===== src/rtl/keypad_pkg.sv =====
`default_nettype none
// ============================================================================
//  Module      : keypad_pkg
//  Description : Shared types and constants for the 4x4 hex keypad emulator.
//                Holds the FSM state encoding, the named key codes for the
//                non-digit keys and the key code to {row, col} one-hot map.
//  Revision    : 1.0 - initial release
// ============================================================================
package keypad_pkg;

   // FSM state encoding
   typedef enum logic [1:0] {
      ST_IDLE    = 2'd0,
      ST_PRESS   = 2'd1,
      ST_RELEASE = 2'd2
   } state_t;

   // Named codes for the non-digit keys
   localparam logic [3:0] KEY_A    = 4'd10;
   localparam logic [3:0] KEY_B    = 4'd11;
   localparam logic [3:0] KEY_C    = 4'd12;
   localparam logic [3:0] KEY_STAR = 4'd13;
   localparam logic [3:0] KEY_HASH = 4'd14;
   localparam logic [3:0] KEY_D    = 4'd15;

   // Width of the hold/gap cycle counter (parameters range up to 65535)
   localparam int CNT_W = 16;

   // One-hot position of a key on the matrix
   typedef struct packed {
      logic [3:0] row;
      logic [3:0] col;
   } key_pos_t;

   // Layout: row0 = 1 2 3 A, row1 = 4 5 6 B, row2 = 7 8 9 C, row3 = * 0 # D
   function automatic key_pos_t key_to_pos(input logic [3:0] code);
      key_pos_t   p;
      logic [1:0] r;
      logic [1:0] c;
      r = 2'd0;
      c = 2'd0;
      case (code)
         4'd1:     begin r = 2'd0; c = 2'd0; end
         4'd2:     begin r = 2'd0; c = 2'd1; end
         4'd3:     begin r = 2'd0; c = 2'd2; end
         KEY_A:    begin r = 2'd0; c = 2'd3; end
         4'd4:     begin r = 2'd1; c = 2'd0; end
         4'd5:     begin r = 2'd1; c = 2'd1; end
         4'd6:     begin r = 2'd1; c = 2'd2; end
         KEY_B:    begin r = 2'd1; c = 2'd3; end
         4'd7:     begin r = 2'd2; c = 2'd0; end
         4'd8:     begin r = 2'd2; c = 2'd1; end
         4'd9:     begin r = 2'd2; c = 2'd2; end
         KEY_C:    begin r = 2'd2; c = 2'd3; end
         KEY_STAR: begin r = 2'd3; c = 2'd0; end
         4'd0:     begin r = 2'd3; c = 2'd1; end
         KEY_HASH: begin r = 2'd3; c = 2'd2; end
         default:  begin r = 2'd3; c = 2'd3; end // KEY_D
      endcase
      p.row = 4'b0001 << r;
      p.col = 4'b0001 << c;
      return p;
   endfunction

endpackage
`default_nettype wire


===== src/rtl/keypad_if.sv =====
`default_nettype none
// ============================================================================
//  Module      : keypad_if
//  Description : Key request handshake bundle (valid/ready with a 4-bit code).
//                master : requester, drives key_code/key_valid
//                slave  : emulator, drives key_ready
//  Revision    : 1.0 - initial release
// ============================================================================
interface keypad_if;
   logic [3:0] key_code;
   logic       key_valid;
   logic       key_ready;

   modport master (output key_code, output key_valid, input key_ready);
   modport slave  (input key_code, input key_valid, output key_ready);
endinterface
`default_nettype wire


===== src/rtl/keypad_fifo.sv =====
`default_nettype none
// ============================================================================
//  Module      : keypad_fifo
//  Description : Small synchronous FIFO for queued key requests.
//  Ports       : clk, rst (async, active-high)
//                i_push/i_data : write request (ignored when full)
//                i_pop         : read request  (ignored when empty)
//                o_data        : head entry (valid when not empty)
//                o_full/o_empty: occupancy flags
//  Revision    : 1.0 - initial release
// ============================================================================
module keypad_fifo #(
   parameter int WIDTH = 4,
   parameter int DEPTH = 4
) (
   input  wire logic             clk,
   input  wire logic             rst,
   input  wire logic             i_push,
   input  wire logic [WIDTH-1:0] i_data,
   input  wire logic             i_pop,
   output logic      [WIDTH-1:0] o_data,
   output logic                  o_full,
   output logic                  o_empty
);

   localparam int AW = $clog2(DEPTH);
   localparam logic [AW:0] c_depth = (AW+1)'(DEPTH);

   logic [WIDTH-1:0] r_mem [DEPTH];
   logic [AW-1:0]    r_wptr;
   logic [AW-1:0]    r_rptr;
   logic [AW:0]      r_count;
   logic             w_do_push;
   logic             w_do_pop;

   assign o_full    = (r_count == c_depth);
   assign o_empty   = (r_count == '0);
   assign w_do_push = i_push && !o_full;
   assign w_do_pop  = i_pop && !o_empty;
   assign o_data    = r_mem[r_rptr];

   // Storage carries no reset; only pointers and count define validity
   always_ff @(posedge clk) begin
      if (w_do_push) begin
         r_mem[r_wptr] <= i_data;
      end
   end

   // Pointers wrap naturally because DEPTH is a power of two
   always_ff @(posedge clk or posedge rst) begin
      if (rst) begin
         r_wptr  <= '0;
         r_rptr  <= '0;
         r_count <= '0;
      end else begin
         if (w_do_push) begin
            r_wptr <= r_wptr + 1'b1;
         end
         if (w_do_pop) begin
            r_rptr <= r_rptr + 1'b1;
         end
         if (w_do_push && !w_do_pop) begin
            r_count <= r_count + 1'b1;
         end else if (w_do_pop && !w_do_push) begin
            r_count <= r_count - 1'b1;
         end
      end
   end

endmodule
`default_nettype wire


===== src/rtl/keypad_emulator.sv =====
`default_nettype none
// ============================================================================
//  Module      : keypad_emulator
//  Description : Emulates a 4x4 matrix keypad for an external scanner. Key
//                requests are queued, then each key is held pressed for
//                HOLD_CYCLES and released for GAP_CYCLES before the next one.
//  Ports       : clk, rst (async, active-high)
//                kif   : key request handshake (slave side)
//                col   : column drive from the scanner
//                row   : row sense lines, combinational from col during PRESS
//                s_row : registered, high while a key is pressed
//                busy  : queue non-empty or a press/release in progress
//  Revision    : 1.0 - initial release
// ============================================================================
module keypad_emulator
   import keypad_pkg::*;
#(
   parameter int HOLD_CYCLES = 64,
   parameter int GAP_CYCLES  = 32,
   parameter int FIFO_DEPTH  = 4
) (
   input  wire logic       clk,
   input  wire logic       rst,
   keypad_if.slave         kif,
   input  wire logic [3:0] col,
   output logic      [3:0] row,
   output logic            s_row,
   output logic            busy
);

   localparam logic [CNT_W-1:0] c_hold_m1 = CNT_W'(HOLD_CYCLES - 1);
   localparam logic [CNT_W-1:0] c_gap_m1  = CNT_W'(GAP_CYCLES - 1);

   state_t           r_state;
   state_t           w_state_nxt;
   logic [CNT_W-1:0] r_cnt;
   logic [CNT_W-1:0] w_cnt_nxt;
   logic [3:0]       r_key_row;
   logic [3:0]       r_key_col;
   logic [3:0]       w_key_row_nxt;
   logic [3:0]       w_key_col_nxt;
   logic             r_fifo_seen;
   logic             w_pop;
   logic [3:0]       w_fifo_data;
   logic             w_full;
   logic             w_empty;
   key_pos_t         w_pos;

   keypad_fifo #(
      .WIDTH (4),
      .DEPTH (FIFO_DEPTH)
   ) u_fifo (
      .clk     (clk),
      .rst     (rst),
      .i_push  (kif.key_valid),
      .i_data  (kif.key_code),
      .i_pop   (w_pop),
      .o_data  (w_fifo_data),
      .o_full  (w_full),
      .o_empty (w_empty)
   );

   assign kif.key_ready = !w_full;
   assign w_pos         = key_to_pos(w_fifo_data);
   assign busy          = !w_empty || (r_state != ST_IDLE);

   // Next-state / counter logic
   always_comb begin
      w_state_nxt   = r_state;
      w_cnt_nxt     = r_cnt;
      w_key_row_nxt = r_key_row;
      w_key_col_nxt = r_key_col;
      w_pop         = 1'b0;
      case (r_state)
         ST_IDLE: begin
            // r_fifo_seen delays the start by one cycle after the first
            // write, giving a press two edges after acceptance; when the
            // queue was already occupied it is set and IDLE lasts one cycle.
            if (r_fifo_seen && !w_empty) begin
               w_pop         = 1'b1;
               w_key_row_nxt = w_pos.row;
               w_key_col_nxt = w_pos.col;
               w_cnt_nxt     = c_hold_m1;
               w_state_nxt   = ST_PRESS;
            end
         end
         ST_PRESS: begin
            if (r_cnt == '0) begin
               w_cnt_nxt   = c_gap_m1;
               w_state_nxt = ST_RELEASE;
            end else begin
               w_cnt_nxt = r_cnt - 1'b1;
            end
         end
         ST_RELEASE: begin
            if (r_cnt == '0) begin
               w_state_nxt = ST_IDLE;
            end else begin
               w_cnt_nxt = r_cnt - 1'b1;
            end
         end
         default: begin
            w_state_nxt = ST_IDLE;
         end
      endcase
   end

   always_ff @(posedge clk or posedge rst) begin
      if (rst) begin
         r_state     <= ST_IDLE;
         r_cnt       <= '0;
         r_key_row   <= '0;
         r_key_col   <= '0;
         r_fifo_seen <= 1'b0;
         s_row       <= 1'b0;
      end else begin
         r_state     <= w_state_nxt;
         r_cnt       <= w_cnt_nxt;
         r_key_row   <= w_key_row_nxt;
         r_key_col   <= w_key_col_nxt;
         r_fifo_seen <= !w_empty;
         s_row       <= (w_state_nxt == ST_PRESS);
      end
   end

   // Pure combinational path col -> row, like a real switch closure
   always_comb begin
      row = 4'b0000;
      if ((r_state == ST_PRESS) && ((col & r_key_col) != 4'b0000)) begin
         row = r_key_row;
      end
   end

endmodule
`default_nettype wire


===== src/flat_wrapper.sv =====
// flat-port wrapper written by rule: the top's interface ports become plain ports
module keypad_emulator_flat import keypad_pkg::*;
#(
   parameter int HOLD_CYCLES = 64,
   parameter int GAP_CYCLES  = 32,
   parameter int FIFO_DEPTH  = 4
)
  (clk, rst, col, row, s_row, busy, kif_key_code, kif_key_valid, kif_key_ready);
  keypad_if kif_i ();
  input  wire logic clk;
  input  wire logic rst;
  input  wire logic [3:0] col;
  output logic      [3:0] row;
  output logic s_row;
  output logic busy;
  input wire logic [$bits(kif_i.key_code)-1:0] kif_key_code;
  input wire logic [$bits(kif_i.key_valid)-1:0] kif_key_valid;
  output wire logic [$bits(kif_i.key_ready)-1:0] kif_key_ready;
  assign kif_i.key_code = kif_key_code;
  assign kif_i.key_valid = kif_key_valid;
  assign kif_key_ready = kif_i.key_ready;
  keypad_emulator #(.HOLD_CYCLES(HOLD_CYCLES), .GAP_CYCLES(GAP_CYCLES), .FIFO_DEPTH(FIFO_DEPTH)) u_core (.clk(clk), .rst(rst), .kif(kif_i), .col(col), .row(row), .s_row(s_row), .busy(busy));
endmodule

===== config.mk =====
export PLATFORM = sky130hd
export DESIGN_NAME = keypad_emulator_flat
export DESIGN_NICKNAME = d
export VERILOG_FILES = /design/src/rtl/keypad_pkg.sv /design/src/rtl/keypad_if.sv /design/src/rtl/keypad_fifo.sv /design/src/rtl/keypad_emulator.sv /design/src/flat_wrapper.sv
export SDC_FILE = /design/constraint.sdc
export NUM_CORES = 1
export LEC_CHECK = 0
export BUFFER_PORTS_ARGS = -buffer_cell sky130_fd_sc_hd__buf_2
export CAP_MARGIN = 5
export CORE_ASPECT_RATIO = 1.5
export CORE_MARGIN = 2
export CORE_UTILIZATION = 60
export DETAILED_ROUTE_END_ITERATION = 16
export PLACE_DENSITY = 0.82
export SLEW_MARGIN = 20
export SYNTH_ARGS = -nofsm -noshare
export SYNTH_HDL_FRONTEND = slang
export SYNTH_SLANG_ARGS = --single-unit

===== constraint.sdc =====
create_clock -name clk -period 6.4 [get_ports clk]
set_clock_uncertainty 0.05 [all_clocks]
set_input_delay 0.96 -clock clk [delete_from_list [all_inputs] [get_ports clk]]
set_output_delay 0.96 -clock clk [all_outputs]
set_load 0.05 [all_outputs]

# After elaboration in Yosys (flattened, before gate mapping)
# Memories as Yosys holds them, arrays and structs flattened.
# Index checks and enable logic that the tools add are counted.
# op_classes
add_sub_neg	5
n_eq_ne	6
n_shift	2
mux	15
n_bitwise	1
reduce_logical	20
# ops
op	n
$mux 16	3
$pmux 16 s3	1
$logic_not 16->1	1
$sub 16x1->16 const B	1
$shl 1x2->4 const A	2
$logic_and 1x1->1	6
$mux 2	3
$mux 3	2
$pmux 2 s3	1
$add 2x1->2 const B	2
$and 4x4->4	1
$eq 2x1->1 const B	2
$logic_not 1->1	4
$mux 1	4
$mux 4	1
$reduce_bool 2->1	2
$reduce_bool 4->1	1
$add 3x1->3 const B	1
$eq 3x3->1 const B	1
$logic_not 3->1	1
$reduce_and 3->1	1
$reduce_bool 3->1	1
$sub 3x1->3 const B	1
$eq 2x2->1 const B	1
other kinds (5)	5
# word_totals
regBits	35
mem_bits_rw	16
rom_bits	64
in_bits	11
output_inout_bits	7
n_memories	2
# memory_table
name	words	word_bits	read_ports	rd_ports_with_merged_regs	write_ports	line_no	text
(name not given)	16	4	1	0	0	keypad_pkg.sv:42	case (code)
u_core.u_fifo.r_mem	4	4	1	0	1	keypad_fifo.sv:29	logic [WIDTH-1:0] r_mem [DEPTH];

# Longest topological paths before layout
# logic_depth
depth_word	9
mapped_depth	11
ltp_nobuf	9

# Cells and area by module
# A second synthesis with hierarchy kept.
# hier_totals
hier_cells	251
area_unflattened_um2	2854.0
# modules_own_cells
mod	instances	cells_each	area_per_inst_um2	seq_area_each_um2
keypad_emulator	1	194	1835.5	700.7
keypad_fifo	1	57	1018.5	655.6

# Worst setup path before layout
# Ideal clock, no wire load.
# synth_timing
path_kind	input port to output port
from	input col[2]
to	output row[0]
arrival_time_ns	1.726
required_time_ns	5.390
slack_ns	3.664
stages	3
cell_sequence	a22oi_1 -> a21boi_0 -> and2_1
# synth_between
elab_chain_len	4
# synth_rtl
item	line_no	text
start: declaration	flat_wrapper.sv:12	input wire logic [3:0] col;
$and 4x4->4	keypad_emulator.sv:129	if ((r_state == ST_PRESS) && ((col & r_key_col) != 4'b0000)) begin
$reduce_bool 4->1	keypad_emulator.sv:129	
$logic_and 1x1->1	keypad_emulator.sv:129	
$mux 4	keypad_emulator.sv:129	
end: declaration	flat_wrapper.sv:13	output logic [3:0] row;
# Every way passes these cells.

# Final worst setup path
# layout_timing
from	register u_core.r_state[1]
to	output row[2]
# layout_between
elab_chain_len	3
# layout_rtl
item	line_no	text
start: declaration	keypad_emulator.sv:34	state_t r_state;
start signal: assignment	keypad_emulator.sv:117	r_state <= w_state_nxt;
$eq 2x1->1	keypad_emulator.sv:129	
$logic_and 1x1->1	keypad_emulator.sv:129	
$mux 4	keypad_emulator.sv:129	
# Every way passes these cells.

==> reports/metrics.csv <==
stage,metric,value,unit
timing,max_freq,341,MHz
critical_path,cp.arrival,1.92,ns
timing,max_slew_margin,43.5,%
timing,setup_violations,0,
finish,final_util,67.3,%
pwr,power_frac_clock,14.2,%
clock_network,cts.path.max_buffers,2,
timing,tightest_slew,0.846,ns
run_status,outcome,"complete, no violations",
pwr,power.density,471,nW/um^2
critical_path,worstSetupPathType,flop to primary output,
floorplanning,fp.coreArea,4540,sq um
global_route,grt_first_pass_wirelength,8180,um
synth,synth.cell_area,2820,sq um
critical_path,cp.required,5.39,ns
global_route,grtUsageTotal,20.7,%
timing,min_period_over_period,45.8,%
timing,fin_setup_tns,0,ns
clock_network,cts_resized,0,
critical_path,cpPeakStageDelay,0.40,ns
finish,syn_to_final_growth,8.43,%
synth,syn-num-nets,273,
timing,finalHoldViolations,0,
detailed_routing,antenna_left,0,
detailed_routing,wl_per_cell,14.9,um
floorplanning,die-area,5270,sq um
clock_network,clock-root-buffer,clkbuf_8,
synth,ys.flop_type,dfrtp_1,
clock_network,cts_hold_buf,0,
timing,rsz0062_at_grt,no,
placed_design,gp_congestion,0.866,
critical_path,cpMaxStageDelayCell,dfrtp_1,
finish,drive_gt1_share,17.6,%
pwr,p_int,832,uW
pwr,p_switching,606,uW
clock_network,postCtsSetupRepairBufs,0,
synth,syn_inst,246,
clock_network,cts_max_level,2,
synth,ys_warn_count,0,
placed_design,io_buffers,17,
synth,ys_seq_area_share,48.1,%
synth,synth_cell_types,54,
floorplanning,ios,18,
clock_network,cts_buffers,5,
critical_path,end_kind,primary output,
synth,syn_area_per_cell,11.5,sq um
global_route,first_global_vias,1905,
global_route,grt_antenna_before_repair,0,
floorplanning,start_util,62.1,%
global_route,gr-total-overflow,0,
finish,diodes,0,
detailed_routing,drc_errors,0,
pwr,seq_power_share,36.1,%
pwr,p_leak,1.26,nW
timing,holdWs,0.421,ns
placed_design,dpl.hpwl,3650,um
detailed_routing,first_iter_violations,86,
detailed_routing,wirelength,4870,um
critical_path,worst_setup_path_start_kind,flop,
clock_network,clock_latency,0.31,ns
run,maxCapViolations,0,
detailed_routing,vias_per_cell,5.79,
clock_network,clk_pin_slew,0.09,ns
pwr,comb_power_share,49.6,%
pwr,vdd_drop_max,0.246,mV
finish,nNetsFinal,288,
timing,final_max_slew_viol_count,0,
critical_path,path_max_fanout,6,
clock_network,cts_tree,built,
synth,async_reset_ff_share,68.6,%
floorplanning,die_x,60.0,um
pwr,switching_share,42.1,%
floorplanning,rows,30,
detailed_routing,dr.pass1.iters,4,
min_path,hold_path_class,flop to flop,
synth,ys_ff_latch,51,
clock_network,cts_sinks,51,
detailed_routing,vias,1886,
floorplanning,dieHeight,88.0,um
critical_path,cp_cell_sequence,inv_1 -> ha_1 -> a21boi_0 -> and2_1 -> buf_2,
global_route,grt_max_degree,36,
synth,synth_edf_count,16,
timing,finalCriticalPeriod,2.93,ns
-- synth_stat cells (2+ instances only) --
cell	instances	share of area, %
dfrtp_1	35	31
clkbuf_1	6	0.80
and2_1	4	0.89
mux4_2	4	3.2
a21oi_2	3	0.93
nand2_1	17	2.3
o21ai_1	3	0.53
inv_1	12	1.6
and3_1	5	1.1
mux2_2	4	1.6
xnor2_1	9	2.8
o31ai_1	7	1.9
a2111oi_0	2	0.62
edfxtp_1	16	17
a21oi_1	12	2.1
mux2i_1	8	2.8
a21boi_0	2	0.53
or3_1	3	0.67
nand3_1	5	0.89
a2111oi_2	3	1.6
ha_1	15	6.7
a22o_1	5	1.6
nor2_1	9	1.2
a31oi_1	2	0.44
xor2_1	6	1.9
buf_2	5	0.89
a21boi_1	2	0.53
o21ai_0	8	1.4
o211ai_1	5	1.3
a22oi_1	3	0.80
nand4_1	3	0.67
-- cells in the final DEF, fill, tap and decap left out, types with 4 or more instances in the layout --
master / Yosys / final
nor2_1: 9 / 9
and2_1: 4 / 4
mux2i_1: 8 / 8
a21oi_1: 12 / 12
clkbuf_8: 0 / 5
nand2_1: 17 / 17
xor2_1: 6 / 6
xnor2_1: 9 / 9
dfrtp_1: 35 / 35
o211ai_1: 5 / 5
ha_1: 15 / 15
a22o_1: 5 / 5
edfxtp_1: 16 / 16
o31ai_1: 7 / 7
mux4_2: 4 / 4
nand3_1: 5 / 5
buf_2: 5 / 17
and3_1: 5 / 5
o21ai_0: 8 / 8
mux2_2: 4 / 4
inv_1: 12 / 12
-- registers in the layout (all words and copies together) (netlist names) --
name and count:
u_core.r_cnt 16, u_core.u_fifo.r_mem 16, u_core.r_key_col 4, u_core.r_key_row 4, u_core.u_fifo.r_count 3, u_core.r_state 2, u_core.u_fifo.r_rptr 2, u_core.u_fifo.r_wptr 2
u_core.r_fifo_seen 1, u_core.s_row 1
-- cell type report --
type                       instances  area (sq um)
fill                             361          1490
multi-input combinational        172          1370
sequential                        51          1360
timing repair buffer              19           100
clock buffer                       7          97.6
tap                               64          80.1
inverter                          12          45.0
clock inverter                     1          7.51
-- path summary, 6_finish.rpt --
path / from / end / slack (ns) / cells after the start
setup / recovery: u_core.r_state[1] / row[2] / 3.47 / 5
hold / removal: u_core.r_key_row[0] / u_core.r_key_row[0] / 0.42 / 2
hold reg to reg: u_core.r_key_row[0] / u_core.r_key_row[0] / 0.42 / 2
max in group asynchronous: rst / u_core.r_cnt[5] / 5.29 / 3
setup reg to reg: u_core.r_state[1] / u_core.u_fifo.r_count[1] / 3.60 / 7
min in group asynchronous: rst / u_core.u_fifo.r_rptr[0] / 0.69 / 3
-- power by group through the flow --
stage	combinational, mW	clock (mW)	sequential, mW
after floorplan	0.590	0	0.507
after global placement	0.692	0	0.522
after detailed placement	0.719	0	0.528
after CTS	0.721	0.207	0.521
after global routing	0.797	0.217	0.533
final	0.714	0.205	0.520
-- per-layer routing --
layer | global-route usage (%) | wire length, um | part of all wire (%)
met2 | 38.3 | 2660 | 55
met1 | 22.5 | 2040 | 42
met5 | 0 | 0 | 0
met3 | 3.84 | 97 | 2.0
met4 | 8.08 | 74 | 1.5
-- cell families (layout without fill, tap and decap cells) --
| logic type | Yosys count | in the layout | synth area share [%] |
|---|---|---|---|
| multiplexers | 17 | 17 | 8.03 |
| XOR/XNOR | 15 | 15 | 4.66 |
| AND/OR/NAND/NOR | 60 | 60 | 11.8 |
| flip-flops | 51 | 51 | 48.1 |
| AO/OA/AOI/OAI | 64 | 64 | 16.7 |
| adder cells (fa/ha/maj) | 16 | 16 | 7.37 |
| buffers and inverters | 23 | 39 | 3.28 |
-- worst max-delay path: cells and delay by family (launching register included) --
kind	cells	cell delay (ns)
flops	1	0.40
buf+inv	2	0.37
compound gates	1	0.37
fa+ha+maj	1	0.29
simple gates	1	0.18
-- per-stage QoR --
stage | worst slack (ns) | std cells | area (sq um) | total power, mW
floorplan | 3.66 | 246 | 2820 | 1.10
global placement | 3.58 | 318 | 2950 | 1.21
detailed placement | 3.49 | 318 | 2950 | 1.25
CTS | 3.46 | 326 | 3060 | 1.45
global route | 3.31 | 326 | 3060 | 1.55
finish | 3.47 | 326 | 3060 | 1.44
(Power assumes the default switching activity.)
